--- config.mk ---
export PLATFORM = sky130hd
export DESIGN_NAME = ifu_fetch
export DESIGN_NICKNAME = d
export VERILOG_FILES = /design/src/rtl/ifu_pkg.sv /design/src/rtl/ifu_fifo.sv /design/src/rtl/ifu_fetch.sv
export SDC_FILE = /design/constraint.sdc
export NUM_CORES = 1
export LEC_CHECK = 0
export BUFFER_PORTS_ARGS = -buffer_cell sky130_fd_sc_hd__buf_2
export CAP_MARGIN = 20
export CORE_ASPECT_RATIO = 0.9
export CORE_MARGIN = 5
export CORE_UTILIZATION = 60
export DETAILED_ROUTE_END_ITERATION = 16
export PLACE_DENSITY = 0.81
export SLEW_MARGIN = 0
export SYNTH_ARGS = -nofsm -noshare
export SYNTH_HDL_FRONTEND = slang
export SYNTH_HIERARCHICAL = 1
export SYNTH_SLANG_ARGS = --single-unit
--- constraint.sdc ---
create_clock -name i_clk -period 12.8 [get_ports i_clk]
set_input_delay 1.92 -clock i_clk [delete_from_list [all_inputs] [get_ports i_clk]]
set_output_delay 1.92 -clock i_clk [all_outputs]
set_load 0.02 [all_outputs]
--- src/rtl/ifu_pkg.sv ---
// Shared fetch-stage definitions: default widths, the reset PC,
// FSM state encodings and AXI response codes.
package ifu_pkg;

   localparam int          CPU_WIDTH = 32;
   localparam int          INS_WIDTH = 32;
   localparam logic [31:0] RESET_PC  = 32'h8000_0000;

   // Fetch FSM encodings
   localparam logic [1:0] IFU_IDLE = 2'd0;
   localparam logic [1:0] IFU_REQ  = 2'd1;
   localparam logic [1:0] IFU_WAIT = 2'd2;

   // AXI read response codes
   localparam logic [1:0] AXI_OKAY   = 2'b00;
   localparam logic [1:0] AXI_EXOKAY = 2'b01;
   localparam logic [1:0] AXI_SLVERR = 2'b10;
   localparam logic [1:0] AXI_DECERR = 2'b11;

   // Any response other than OKAY is an access fault for fetch.
   function automatic logic resp_is_err(input logic [1:0] resp);
      return resp != AXI_OKAY;
   endfunction

endpackage

--- src/rtl/ifu_fifo.sv ---
// Small synchronous FIFO for fetched instructions. Flush empties it in
// one cycle; the read port holds the last presented entry while empty
// so downstream never sees undefined data.
module ifu_fifo #(
   parameter int WIDTH = 8,
   parameter int DEPTH = 2
) (
   input  logic                     i_clk,
   input  logic                     i_rst,
   input  logic                     i_flush,
   input  logic                     i_push,
   input  logic [WIDTH-1:0]         i_wdata,
   input  logic                     i_pop,
   output logic [WIDTH-1:0]         o_rdata,
   output logic                     o_empty,
   output logic                     o_full,
   output logic [$clog2(DEPTH):0]   o_count
);

   localparam int AW = $clog2(DEPTH);
   localparam int CW = AW + 1;

   logic [WIDTH-1:0] mem [DEPTH];
   logic [AW-1:0]    wr_ptr;
   logic [AW-1:0]    rd_ptr;
   logic [CW-1:0]    count;
   logic [WIDTH-1:0] last_q;
   logic             do_push;
   logic             do_pop;

   assign o_empty = (count == '0);
   assign o_full  = (count == CW'(DEPTH));
   assign o_count = count;
   assign do_push = i_push && !o_full;
   assign do_pop  = i_pop && !o_empty;
   assign o_rdata = o_empty ? last_q : mem[rd_ptr];

   // Storage write; contents only matter while counted as valid
   always_ff @(posedge i_clk) begin
      if (do_push && !i_flush) mem[wr_ptr] <= i_wdata;
   end

   // Pointer and occupancy tracking; flush wins over push/pop
   always_ff @(posedge i_clk) begin
      if (i_rst || i_flush) begin
         wr_ptr <= '0;
         rd_ptr <= '0;
         count  <= '0;
      end else begin
         if (do_push) wr_ptr <= wr_ptr + AW'(1);
         if (do_pop)  rd_ptr <= rd_ptr + AW'(1);
         case ({do_push, do_pop})
            2'b10:   count <= count + CW'(1);
            2'b01:   count <= count - CW'(1);
            default: count <= count;
         endcase
      end
   end

   // Remember the presented entry so the output holds once drained
   always_ff @(posedge i_clk) begin
      if (i_rst) last_q <= '0;
      else       last_q <= o_rdata;
   end

endmodule

--- src/rtl/ifu_fetch.sv ---
// Instruction fetch: owns the PC, issues one AXI-lite read at a time,
// buffers responses and hands them to decode. Redirects flush the
// buffer and mark any in-flight response as stale.
module ifu_fetch
   import ifu_pkg::*;
#(
   parameter int                   CPU_WIDTH  = ifu_pkg::CPU_WIDTH,
   parameter int                   INS_WIDTH  = ifu_pkg::INS_WIDTH,
   parameter logic [CPU_WIDTH-1:0] RESET_PC   = CPU_WIDTH'(ifu_pkg::RESET_PC),
   parameter int                   FIFO_DEPTH = 2
) (
   input  logic                 i_clk,
   input  logic                 i_rst,
   input  logic                 i_redirect,
   input  logic [CPU_WIDTH-1:0] i_redirect_pc,
   output logic                 o_ifu_arvalid,
   output logic [CPU_WIDTH-1:0] o_ifu_araddr,
   input  logic                 i_ifu_arready,
   input  logic                 i_ifu_rvalid,
   input  logic [INS_WIDTH-1:0] i_ifu_rdata,
   input  logic [1:0]           i_ifu_rresp,
   output logic                 o_ifu_rready,
   output logic [INS_WIDTH-1:0] o_instr,
   output logic [CPU_WIDTH-1:0] o_pc,
   output logic                 o_acc_fault,
   output logic                 o_post_valid,
   input  logic                 i_post_ready
);

   localparam int               CNT_W   = $clog2(FIFO_DEPTH) + 1;
   localparam int               ENT_W   = INS_WIDTH + CPU_WIDTH + 1;
   localparam logic [CNT_W-1:0] DEPTH_C = CNT_W'(FIFO_DEPTH);

   logic [1:0]           state;
   logic [1:0]           state_nxt;
   logic [CPU_WIDTH-1:0] fetch_pc;
   logic [CPU_WIDTH-1:0] req_pc;
   logic                 drop;
   logic                 ar_hs;
   logic                 r_hs;
   logic                 rd_err;
   logic [INS_WIDTH-1:0] rd_ins;
   logic                 push;
   logic                 pop;
   logic                 fifo_empty;
   logic                 fifo_full;
   logic [CNT_W-1:0]     fifo_cnt;
   logic [ENT_W-1:0]     push_ent;
   logic [ENT_W-1:0]     head_ent;

   assign ar_hs  = (state == IFU_REQ)  && i_ifu_arready;
   assign r_hs   = (state == IFU_WAIT) && i_ifu_rvalid;
   assign rd_err = resp_is_err(i_ifu_rresp);
   assign rd_ins = rd_err ? '0 : i_ifu_rdata;

   // A response is kept only if no redirect made it stale
   assign push     = r_hs && !drop && !i_redirect;
   assign push_ent = {rd_ins, req_pc, rd_err};

   // Decode must not see an entry in the cycle it is being flushed
   assign o_post_valid = !fifo_empty && !i_redirect;
   assign pop          = o_post_valid && i_post_ready;
   assign {o_instr, o_pc, o_acc_fault} = head_ent;

   // req_pc is the address of the current/last request, so araddr stays
   // stable through a redirect until the handshake completes
   assign o_ifu_arvalid = (state == IFU_REQ);
   assign o_ifu_araddr  = req_pc;
   assign o_ifu_rready  = (state != IFU_IDLE);

   // Next-state logic; in IDLE nothing is outstanding, so the credit
   // check reduces to free FIFO space
   always_comb begin
      state_nxt = state;
      case (state)
         IFU_IDLE: if (!i_redirect && (fifo_cnt < DEPTH_C)) state_nxt = IFU_REQ;
         IFU_REQ:  if (i_ifu_arready) state_nxt = IFU_WAIT;
         IFU_WAIT: if (i_ifu_rvalid)  state_nxt = IFU_IDLE;
         default:  state_nxt = IFU_IDLE;
      endcase
   end

   // FSM state and captured request address
   always_ff @(posedge i_clk) begin
      if (i_rst) begin
         state  <= IFU_IDLE;
         req_pc <= {RESET_PC[CPU_WIDTH-1:2], 2'b00};
      end else begin
         state <= state_nxt;
         if (state == IFU_IDLE && state_nxt == IFU_REQ) req_pc <= fetch_pc;
      end
   end

   // Fetch PC: redirect wins; a stale (dropped) request does not advance it
   always_ff @(posedge i_clk) begin
      if (i_rst)                fetch_pc <= {RESET_PC[CPU_WIDTH-1:2], 2'b00};
      else if (i_redirect)      fetch_pc <= {i_redirect_pc[CPU_WIDTH-1:2], 2'b00};
      else if (ar_hs && !drop)  fetch_pc <= fetch_pc + CPU_WIDTH'(4);
   end

   // Drop flag: set when a redirect leaves a response still to come,
   // cleared once exactly one response has been consumed
   always_ff @(posedge i_clk) begin
      if (i_rst) begin
         drop <= 1'b0;
      end else if (i_redirect) begin
         case (state)
            IFU_REQ:  drop <= 1'b1;
            IFU_WAIT: drop <= !i_ifu_rvalid;
            default:  drop <= drop;
         endcase
      end else if (r_hs) begin
         drop <= 1'b0;
      end
   end

   ifu_fifo #(
      .WIDTH (ENT_W),
      .DEPTH (FIFO_DEPTH)
   ) u_fifo (
      .i_clk   (i_clk),
      .i_rst   (i_rst),
      .i_flush (i_redirect),
      .i_push  (push),
      .i_wdata (push_ent),
      .i_pop   (pop),
      .o_rdata (head_ent),
      .o_empty (fifo_empty),
      .o_full  (fifo_full),
      .o_count (fifo_cnt)
   );

endmodule

* Word-level counts from Yosys, hierarchy flattened *
Memory sizes are Yosys's and may differ from the RTL's. A register that Yosys moved wholly into a read port is not among the register bits.
Index checks and enable logic that the tools add are counted.

operators by class
  $add $sub $neg = 5
  multipliers = 0
  div/mod/pow operators = 0
  magnitude comparators = 1
  eq/ne operators = 7
  shifts and indexed selects = 0
  muxes and demuxes = 16
  bitwise operators = 0
  reduce and logical (&&, ||, !) cells = 27

operators by type and width
  operator               count
  $mux 32                3
  $mux 65                1
  $add 32x3->32 const B  1
  $logic_and 1x1->1      12
  $reduce_bool 2->1      5
  $eq 2x1->1 const B     3
  $eq 2x2->1 const B     3
  $mux 1                 6
  $mux 2                 3
  $pmux 2 s3             1
  $logic_not 1->1        5
  $logic_not 2->1        2
  $pmux 2 s2             1
  $ne 3x1->1 const B     1
  $add 1x1->1 const B    2
  $add 2x1->2 const B    1
  $lt 2x2->1 const B     1
  $pmux 1 s2             1
  $reduce_and 2->1       1
  $reduce_or 2->1        1
  $sub 2x1->2 const B    1
  $logic_or 1x1->1       1

storage, ports and cells
  bits in registers = 136
  bits in latches = 0
  memory bits (writable) = 130
  memory bits (read-only) = 0
  input port bits = 72
  output and inout bits = 100
  word-level logic and storage cells = 66
  memories kept = 1

memories
  name        words  bits a word  rd ports  clocked after Yosys merged registers in  wr ports  RTL line        source
  u_fifo.mem  2      65           1         1                                        1         ifu_fifo.sv:23  logic [WIDTH-1:0] mem [DEPTH];

* Depth between registers and ports, before layout *
Gate-level depths: netlist of the first run.

  depth in word-level cells = 8
  mapped depth = 11

* By module *
The synthesis of the first run kept the hierarchy.

modules (own cells, without submodules)
  module     times used  cells each  area an instance (um^2)  seq. area each (um^2)
  ifu_fifo   1           583         7637.3                   5305.1
  ifu_fetch  1           398         3121.7                   1261.2

* Least setup slack after synthesis of the first run *
OpenSTA, ideal clock, no wires.

  path kind = input to register
  start = input port i_redirect
  end = memory u_fifo/mem[1][0] (netlist bit) (enable)
  arrival = 7.256 ns
  data required time = 12.217 ns
  setup slack = 4.962 ns
  stages = 5
  cells stage by stage = clkbuf_1 nor2_1 and4b_1 nand2b_1 nor3b_1

between the ends
  longest elaborated chain between the ends = 6

ends and longest elaborated chain
  element                       RTL line         source
  start: declaration            ifu_fetch.sv:14  input logic i_redirect,
  $logic_not 1->1               ifu_fetch.sv:57  assign push = r_hs && !drop && !i_redirect;
  $logic_and 1x1->1             ifu_fetch.sv:57
  via push                      ifu_fetch.sv:43  logic push;
  $logic_and 1x1->1             ifu_fifo.sv:34   assign do_push = i_push && !o_full;
  $logic_and 1x1->1             ifu_fifo.sv:40   if (do_push && !i_flush) mem[wr_ptr] <= i_wdata;
  $mux 1                        ifu_fifo.sv:40
  $mux 1 (implied by the code)  ifu_fifo.sv:40
  end: declaration              ifu_fifo.sv:23

The timed path passes the listed nets, and every way through them passes these cells.

==> metrics.txt, run 1 <==
outcome=completed; die area=20700 um^2; Final min period=4.78 ns; Top Usage Layer GRT=met2; Mapped Area=10800 um^2; input/output buffers=167; crit-path max FO=66; Net Switching=379 uW; die height=about 140 um; Peak supply drop=0.000134 V; met2 Usage GRT=37.8%; n_diodes=0; Die X=about 150 um; Overflow after GRT=0; grt met3 use=4.27%; HP Start=fetch_pc[26]; crit path DAT=2.86 ns; Max Slew Vio Count=0; final hold vios=0; core area=about 18000 um^2; first-pass GRT wire length=36.5 mm; grt met1 use=28.6%; Starting Density=61.1%; Setup Buffers After CTS=0; Unique masters post-synth=52; worst-margin pin slew=1.04 ns; final wirelength=about 23 mm; quantity of gates resized following cts=0; sequential share of the synthesized area=61.0%; Clock Latency Late Sink=around 0.52 ns; Sw Ratio=a little over a fifth; top cells by area, synth=edfxtp_1 36%, dfxtp_1 25%, nor2_1 5.9%; row count=46; maxcap violations=0; TritonCTS clock tree=yes; YS warnings=6; worst hold path type=flop to flop; Reg2Reg Capture Point=u_fifo/o_count[1]; Worst Skew=0.00694 ns; Via density=between 5 and 6; r2r startpoint=u_fifo/o_count[1]; Mapped Cells=981; via count=7583; Synth top cells by count=169 x nor2_1, 133 x dfxtp_1, 130 x edfxtp_1, 80 x nand2_1, 70 x nor3_1; Area growth syn-to-layout=16.9%; share of cells above drive strength 1=24.4%; Pleak=0.00487 uW; Worst Path Required=approximately 11 ns; max_slew headroom=between 30% and 40%; Setup TNS=0 ns; GRT Total Usage=between 20 and 25%; #FFs+latches synth=263; Flop pwr share=50.7%; clock power share=44.9%; fill count=1285; Internal Power=1420 uW; Post-synth EDFFs=130; Residual DRC=0; vias in the first global route=7315; end of the worst hold path=o_ifu_araddr[26]; top-count cell post-synth=nor2_1; Num CTS Buffers=26; Hold-fix buffers, CTS=0; Critical Path Start Type=flop; Most used DFF post-synth=dfxtp_1; TritonRoute pass-1 iters=5; final worst path period share=37.3%; total power=1800 uW; final setup fails=0; Ports=~170; hold-critical path depth=2; Max clock buf depth=3; Sink Count=263; async set-reset flop share out of synthesis=0%; ANT nets after route=0; initial drt markers=413; post-DP HPWL=between 10 and 15 mm; R2R cell count=9; Final Net Count=1200; H-tree depth=1; worst setup path category=flop to output pin; pin count of the biggest net entering global routing=75; crit end category=output pin; initial antenna violation count=0; PD cells=143 nW/um^2; R2R setup slack=9.94 ns; drt wl/cell=16.6 um; unrepaired setup endpoints after global routing=false; combinational power share=~4.4%; GP Congestion=0.792; top-area cell type share of the netlist area=36.3%; Max Clock Freq=209 MHz; Root Buffer Master=clkbuf_16; clock-pin transition on the worst setup and hold timing paths=approximately 0.060 ns; Post-Syn Area per Cell=between 10 and 15 um^2; area leader, netlist=edfxtp_1
worst max-delay path, cell delays in order (launching register included):
cell and delay [ns]:
dfxtp_4 0.87, buf_4 0.72, nor2b_1 0.11, a211oi_1 0.31
nor2_1 0.12, buf_2 0.18
through the flow:
step | hold slack, ns | cells | util (%) | worst slack, ns | instance area, um^2
floorplan | 0.453 | 986 | - | 4.96 | 10800
global placement | 0.454 | 1338 | 66.1 | 8.30 | 11600
detailed placement | 0.467 | 1338 | 66.1 | 8.30 | 11600
CTS | 0.479 | 1386 | 71.4 | 7.99 | 12600
global route | 0.497 | 1386 | 71.4 | 7.83 | 12600
finish | 0.478 | 1386 | 71.4 | 8.02 | 12600
flip-flops by register name (all words and copies together), names as in the netlist, named ones only:
register / flops
drop: 1
fetch_pc: 30
o_ifu_araddr: 30
state: 2
u_fifo/last_q: 65
u_fifo/mem: 130
u_fifo/o_count: 2
u_fifo/rd_ptr: 1
u_fifo/wr_ptr: 1
layer usage:
| layer | vias up | wire [um] |
|---|---|---|
| met5 | - | 0 |
| met4 | 0 | 633 |
| met3 | 47 | 1620 |
| met2 | 256 | 11200 |
| met1 | 3556 | 9560 |
| li1 | 3724 | - |
area by class of cell:
| cell class | count | area [um^2] | share of cell area [%] |
|---|---|---|---|
| clock buffers | 37 | 796 | 6.33 |
| well taps | 240 | 300 | 2.39 |
| repair buffers | 176 | 906 | 7.20 |
| multi-input cells | 652 | 3840 | 30.5 |
| inverters | 7 | 28.8 | 0.229 |
| flip-flops and latches | 263 | 6570 | 52.2 |
| clock inverters | 11 | 135 | 1.07 |
cell usage in the layout, fill, tap and decap left out, types with 5 or more instances in the layout:
cell	count
nand2_1	80
and2b_1	13
nand4_1	7
xor2_1	18
a211oi_2	39
buf_4	10
and2_1	35
conb_1	6
dfxtp_1	132
a21oi_1	38
nor4_1	5
clkbuf_16	29
nor2_1	168
edfxtp_1	130
nor2b_1	54
nor3_1	68
a211oi_1	48
nand3_1	11
clkinv_2	6
inv_1	5
buf_2	166
and4_1	7
xnor2_1	14
how the worst max path moves through the flow:
stage                           from               end  slack, ns  cells after the start
after floorplan           i_redirect  u_fifo/mem[1][0]       4.96                      5
after global placement    i_redirect      o_post_valid       8.30                      3
after detailed placement  i_redirect      o_post_valid       8.30                      3
after CTS                       flop        o_instr[4]       7.99                      5
after global routing            flop        o_instr[2]       7.83                      5
final                           flop       o_instr[25]       8.02                      5
cells by family after synthesis:
logic type,share of synthesized area (%)
buffers and inverters,3.63
other,0.0349
adders and majority gates,0.233
and+or+nand+nor,21.9
DFF,61.0
xor gates and xnor gates,2.60
AOI/OAI and AO/OA,10.4
muxes,0.0930
power by group through the flow:
stage / combinational, uW / sequential, uW / clock [uW]
5_1_grt: 87.7 / 911 / 853
2_1_floorplan: 46.9 / 928 / 0
6_report: 79.1 / 910 / 807
3_3_place_gp: 77.1 / 927 / 0
3_5_place_dp: 78.8 / 928 / 0
4_1_cts: 79.6 / 909 / 819
Power figures use the tool's default switching activity.
==> run 2, diff against run 1 <==
--- a/config.mk
+++ b/config.mk
@@ -9,9 +9,9 @@
 export CAP_MARGIN = 20
 export CORE_ASPECT_RATIO = 0.9
 export CORE_MARGIN = 5
-export CORE_UTILIZATION = 60
+export CORE_UTILIZATION = 51
 export DETAILED_ROUTE_END_ITERATION = 16
-export PLACE_DENSITY = 0.81
+export PLACE_DENSITY = 0.73
 export SLEW_MARGIN = 0
 export SYNTH_ARGS = -nofsm -noshare
 export SYNTH_HDL_FRONTEND = slang
==> constraint.sdc (replaced) <==
create_clock -name i_clk -period 3.92 [get_ports i_clk]
set_input_delay 0.588 -clock i_clk [delete_from_list [all_inputs] [get_ports i_clk]]
set_output_delay 0.588 -clock i_clk [all_outputs]
set_load 0.02 [all_outputs]
==> metrics.txt, run 2 (same netlist as run 1, synthesis figures left out) <==
final wirelength=~23 mm; max reg flops=130; maxcap violations=0; Setup Buffers After CTS=0; max_slew headroom=slightly above 30%; most common cell after layout, fill and taps aside=nor2_1; share of cells above drive strength 1=23.8%; PD cells=453 nW/um^2; final hold vios=0; Place WS=1.41 ns; crit path DAT=2.40 ns; crit-path cells=buf_4 > and2b_1 > a211oi_1 > nor2_1 > buf_2; WL met3=1.46 mm; Overflow after GRT=0; Root Buffer Master=clkbuf_16; Worst Path Required=~3.3 ns; Sink Count=263; clock-pin transition on the worst setup and hold timing paths=0.06 ns; Max Slew Vio Count=0; Max Clock Freq=about 330 MHz; crit-path max FO=34; Pleak=0.00485 uW; R2R setup slack=approximately 1.5 ns; Peak supply drop=0.000370 V; quantity of gates resized following cts=0; GRT Total Usage=18.7%; vias in the first global route=7238; Via density=5.20; Worst Skew=0.0155 ns; row count=50; final worst path period share=76.2%; DR WL met2=10.8 mm; outcome=completed; die area=24100 um^2; core area=slightly above 20000 um^2; worst hold path type=input pin to flop; Max clock buf depth=3; pin count of the biggest net entering global routing=67; Top Metal Used=met4; Top reg by flops=u_fifo/mem; input/output buffers=167; Area growth syn-to-layout=17.5%; die height=148 um; GP Congestion=~0.82; slowest stage delay, CP=roughly 0.65 ns; Largest regs=u_fifo/mem: 130 flops, u_fifo/last_q: 65 flops; Num CTS Buffers=27; Final min period=~3.0 ns; final cell count without fillers=1435; post-DP HPWL=14.4 mm; Clock Latency Late Sink=0.53 ns; unrepaired setup endpoints after global routing=false; Setup TNS=0 ns; Crit-path slowest cell=dfxtp_4; TritonCTS clock tree=yes; total power=5720 uW; Hold-fix buffers, CTS=0; DP Cell Count=1385; H-tree depth=1; first-pass GRT wire length=36.6 mm; Residual DRC=0; n_diodes=0; Final Net Count=1202; Critical Path Start Type=flop; Ports=172; TritonRoute pass-1 iters=5; via count=7458; PnR worst setup slack=approximately 0.93 ns; initial drt markers=~430; fill count=about 1700; final setup fails=0; commonest non-fill, non-tap cells in the layout=168 x nor2_1, 166 x buf_2, 132 x dfxtp_1; Met1 Routed Length=10.1 mm; initial antenna violation count=0; worst-margin pin slew=between 1 and 1.5 ns; drt wl/cell=roughly 16 um; crit end category=output pin; worst setup path category=flop to output pin; Starting Density=51.8%; ANT nets after route=0; Die X=about 160 um
==> run 2: cell count changes in the layout (fill, tap and decap cells not counted), sizes merged <==
| cell | previous run | this run |
|---|---|---|
| inv | 7 | 8 |
| buf | 176 | 177 |
| clkinv | 6 | 8 |
| clkbuf | 37 | 36 |
==> run 2: report_power, final <==
group / switching, uW / internal, uW / total (uW)
Sequential: 53.8 / 2920 / 2970
Clock: 1010 / 1480 / 2490
Combinational: 162 / 97.0 / 259
Total: 1220 / 4500 / 5720
==> run 2: area by class of cell <==
cell class / instances / area, um^2 / share of cell area, %
well taps: 286 / 358 / 2.83
flip-flops and latches: 263 / 6570 / 52.0
multi-input cells: 652 / 3850 / 30.5
inverters: 7 / 28.8 / 0.228
clock inverters: 14 / 146 / 1.16
repair buffers: 177 / 963 / 7.62
clock buffers: 36 / 719 / 5.69
==> run 2: final timing paths <==
check                    start                 to  cells after the start
max                       flop        o_acc_fault                      5
min           i_redirect_pc[4]        fetch_pc[4]                      3
max reg2reg  u_fifo/o_count[1]  u_fifo/o_count[1]                      9
min reg2reg   o_ifu_araddr[16]  u_fifo/mem[1][17]                      0
==> run 2: routing by layer <==
layer / vias to the layer above / GRT usage (%)
met3: 35 / 3.35
met5: - / 0
met1: 3461 / 25.4
met4: 0 / 5.03
li1: 3741 / -
met2: 221 / 31.0
==> run 2: critical path: cells and delay by family, from the launching register on <==
family,cells,cell delay (ns)
buffers and inverters,2,0.62
and+or+nand+nor,2,0.35
DFF,1,0.65
AOI/OAI and AO/OA,1,0.25
==> run 2: per-stage QoR <==
| step | utilization [%] | hold WS (ns) | area [um^2] |
|---|---|---|---|
| global placement | 56.7 | 0.457 | 11800 |
| floorplan | - | 0.453 | 10800 |
| detailed placement | 56.7 | 0.462 | 11800 |
| CTS | 60.8 | 0.267 | 12600 |
| finish | 60.8 | 0.283 | 12600 |
| global route | 60.8 | 0.291 | 12600 |
==> run 3, diff against run 2 <==
--- a/config.mk
+++ b/config.mk
@@ -5,6 +5,7 @@
 export SDC_FILE = /design/constraint.sdc
 export NUM_CORES = 1
 export LEC_CHECK = 0
+export ABC_AREA = 1
 export BUFFER_PORTS_ARGS = -buffer_cell sky130_fd_sc_hd__buf_2
 export CAP_MARGIN = 20
 export CORE_ASPECT_RATIO = 0.9
==> constraint.sdc (replaced) <==
create_clock -name i_clk -period 2.6 [get_ports i_clk]
set_input_delay 0.39 -clock i_clk [delete_from_list [all_inputs] [get_ports i_clk]]
set_output_delay 0.39 -clock i_clk [all_outputs]
set_load 0.02 [all_outputs]
==> metrics.txt, run 3 <==
async set-reset flop share out of synthesis=0%; max_slew headroom=53.1%; Clock Latency Late Sink=0.55 ns; crit path to=o_pc[28]; ANT nets after route=0; complex-gate fraction of the synthesized area=roughly 8.7%; worst-margin pin slew=between 0.7 and 0.8 ns; maxcap violations=0; drt wl/cell=15.0 um; row count=around 50; Area growth syn-to-layout=19.0%; Place WS=0.421 ns; worst setup path category=flop to output pin; Buf/Inv on CP=3; commonest non-fill, non-tap cells in the layout=527 x nand2_1, 166 x buf_2, 132 x dfxtp_1; Via density=roughly 5; crit path DAT=approximately 2.0 ns; initial antenna violation count=0; Crit-path slowest cell=dfxtp_1; die area=24900 um^2; Final min period=2.43 ns; crit path launch=u_fifo/o_count[1]; most common cell after layout, fill and taps aside=nand2_1; r2r startpoint=u_fifo/o_count[1]; TritonCTS clock tree=yes; Critical Path Start Type=flop; Reg2Reg Capture Point=u_fifo/o_count[1]; Num CTS Buffers=28; Overflow after GRT=0; CP top delay family=buffers and inverters; Setup Buffers After CTS=0; outcome=completed; slowest stage delay, CP=0.49 ns; sequential share of the synthesized area=59.0%; Pleak=0.00593 uW; Max Slew Vio Count=0; largest family of logic cells by synthesized area=simple AND/OR/NAND/NOR gates; Sink Count=263; first-pass GRT wire length=43.2 mm; Ports=approximately 170; Root Buffer Master=clkbuf_16; Peak supply drop=about 0.00048 V; Flop pwr share=48.7%; Worst Skew=roughly 0.024 ns; GRT Total Usage=21.2%; Hold-fix buffers, CTS=0; Max Clock Freq=411 MHz; Post-synth EDFFs=130; Die X=166 um; PD cells=between 700 and 800 nW/um^2; mux share of post-synthesis cell area=0%; crit-path cells=nor2_4 > inv_2 > buf_4 > nand2_1 > nand2_1 > buf_2; unrepaired setup endpoints after global routing=false; Crit. path cell count=6; Unique masters post-synth=36; #FFs+latches synth=263; share of cells above drive strength 1=18.7%; clock power share=45.8%; final hold vios=0; top cells by area, synth=edfxtp_1 35%, dfxtp_1 24%, nand2_1 18%; Starting Density=51.6%; input/output buffers=167; quantity of gates resized following cts=0; max reg flops=130; Max clock buf depth=3; final worst path period share=between 90% and 100%; TritonRoute pass-1 iters=5; H-tree depth=1; pin count of the biggest net entering global routing=66; PnR worst setup slack=0.169 ns; Most used DFF post-synth=dfxtp_1; Synth top cells by count=528 x nand2_1, 133 x dfxtp_1, 130 x edfxtp_1, 111 x a21oi_1, 105 x nor2_1; Synth Area in Adders=0.225%; xor and xnor fraction of the mapped netlist area=less than 1%; R2R setup slack=roughly 0.61 ns; Internal Power=around 7200 uW; Net Switching=about 2100 uW; GP Congestion=around 0.9; clock-pin transition on the worst setup and hold timing paths=0.06 ns; YS warnings=6; worst hold path type=input pin to flop; post-DP HPWL=18.0 mm; Final Core Density=61.4%; area leader, netlist=edfxtp_1; Fin Hold WS=0.125 ns; final setup fails=0; Final Net Count=1543; initial drt markers=636; Mapped Area=approximately 11000 um^2; core area=roughly 22000 um^2; n_diodes=0; combinational power share=roughly 5.5%; crit end category=output pin; Post-Syn Area per Cell=8.49 um^2; top-area cell type share of the netlist area=35.1%; Residual DRC=0; via count=8811; final wirelength=26.8 mm; top-count cell post-synth=nand2_1; Mapped Cells=roughly 1300; Setup TNS=0 ns; most frequent CP cell=nand2_1; Largest regs=u_fifo/mem: 130 flops, u_fifo/last_q: 65 flops; crit-path max FO=39; post-synthesis simple-gate area fraction=24.9%; die height=150 um; vias in the first global route=8349; R2R cell count=11; Worst Path Required=2.21 ns; Sw Ratio=22.5%; Top reg by flops=u_fifo/mem
## run 3: cell types whose count changed after synthesis, moves of 48 or more
cell,before,now
nand2_1,80,528
inv_1,5,91
a21oi_1,38,111
nor3_1,70,3
nor2_1,169,105
nor2b_1,54,0
a211oi_1,48,0
o21ai_0,4,52
## run 3: worst min-delay path by stage
stage,startpoint,to,slack [ns],cells after the start
2_1_floorplan,u_fifo/last_q[25],u_fifo/last_q[25],0.45,2
3_5_place_dp,u_fifo/last_q[32],u_fifo/last_q[32],0.46,2
5_1_grt,i_redirect_pc[3],fetch_pc[3],0.13,3
4_1_cts,i_ifu_rvalid,state[1],0.10,3
3_3_place_gp,u_fifo/last_q[43],u_fifo/last_q[43],0.46,2
6_report,i_ifu_rvalid,state[1],0.13,3
## run 3: kinds of logic after synthesis
group / Yosys count
xor+xnor: 8
other cells: 1
simple gates: 692
flops: 263
fa+ha+maj: 2
buf+inv: 160
compound gates: 184
## run 3: worst reg2reg max path: stages (launching register included)
cell and delay (ns):
dfxtp_1 0.49, nor2_4 0.09, buf_4 0.24, nor3b_1 0.22, inv_1 0.07, nor2_2 0.17
ha_1 0.28, inv_1 0.09, nand2_1 0.06, nor2_1 0.08, nor2_1 0.04, nor2_1 0.09
## run 3: final cells by class
| type | count | area [um^2] |
|---|---|---|
| clock buffer | 34 | 723 |
| clock inverter | 18 | 282 |
| fill | 1890 | 8330 |
| inverter | 97 | 372 |
| multi-input combinational | 892 | 3890 |
| sequential | 263 | 6570 |
| tap | 291 | 364 |
| timing repair buffer | 187 | 1040 |
## run 3: layer usage
metal	vias up	GRT usage [%]	wire, um
met3	40	3.65	1640
met2	255	35.0	12500
li1	4511	-	-
met1	4005	29.4	12100
met5	-	0	0
met4	0	5.48	576
## run 3: power groups by stage
| stage | clock network (uW) | registers, uW | logic, uW |
|---|---|---|---|
| floorplan | 0 | 4620 | 273 |
| global placement | 0 | 4600 | 501 |
| detailed placement | 0 | 4610 | 509 |
| CTS | 4320 | 4520 | 514 |
| global route | 4520 | 4530 | 570 |
| finish | 4260 | 4520 | 512 |
## run 3: metrics by stage
stage	power, uW	std cells	cell area [um^2]
finish	9290	1782	13200
global route	9620	1782	13200
CTS	9360	1782	13200
detailed placement	5120	1730	12200
global placement	5100	1730	12200
floorplan	4890	1315	11200
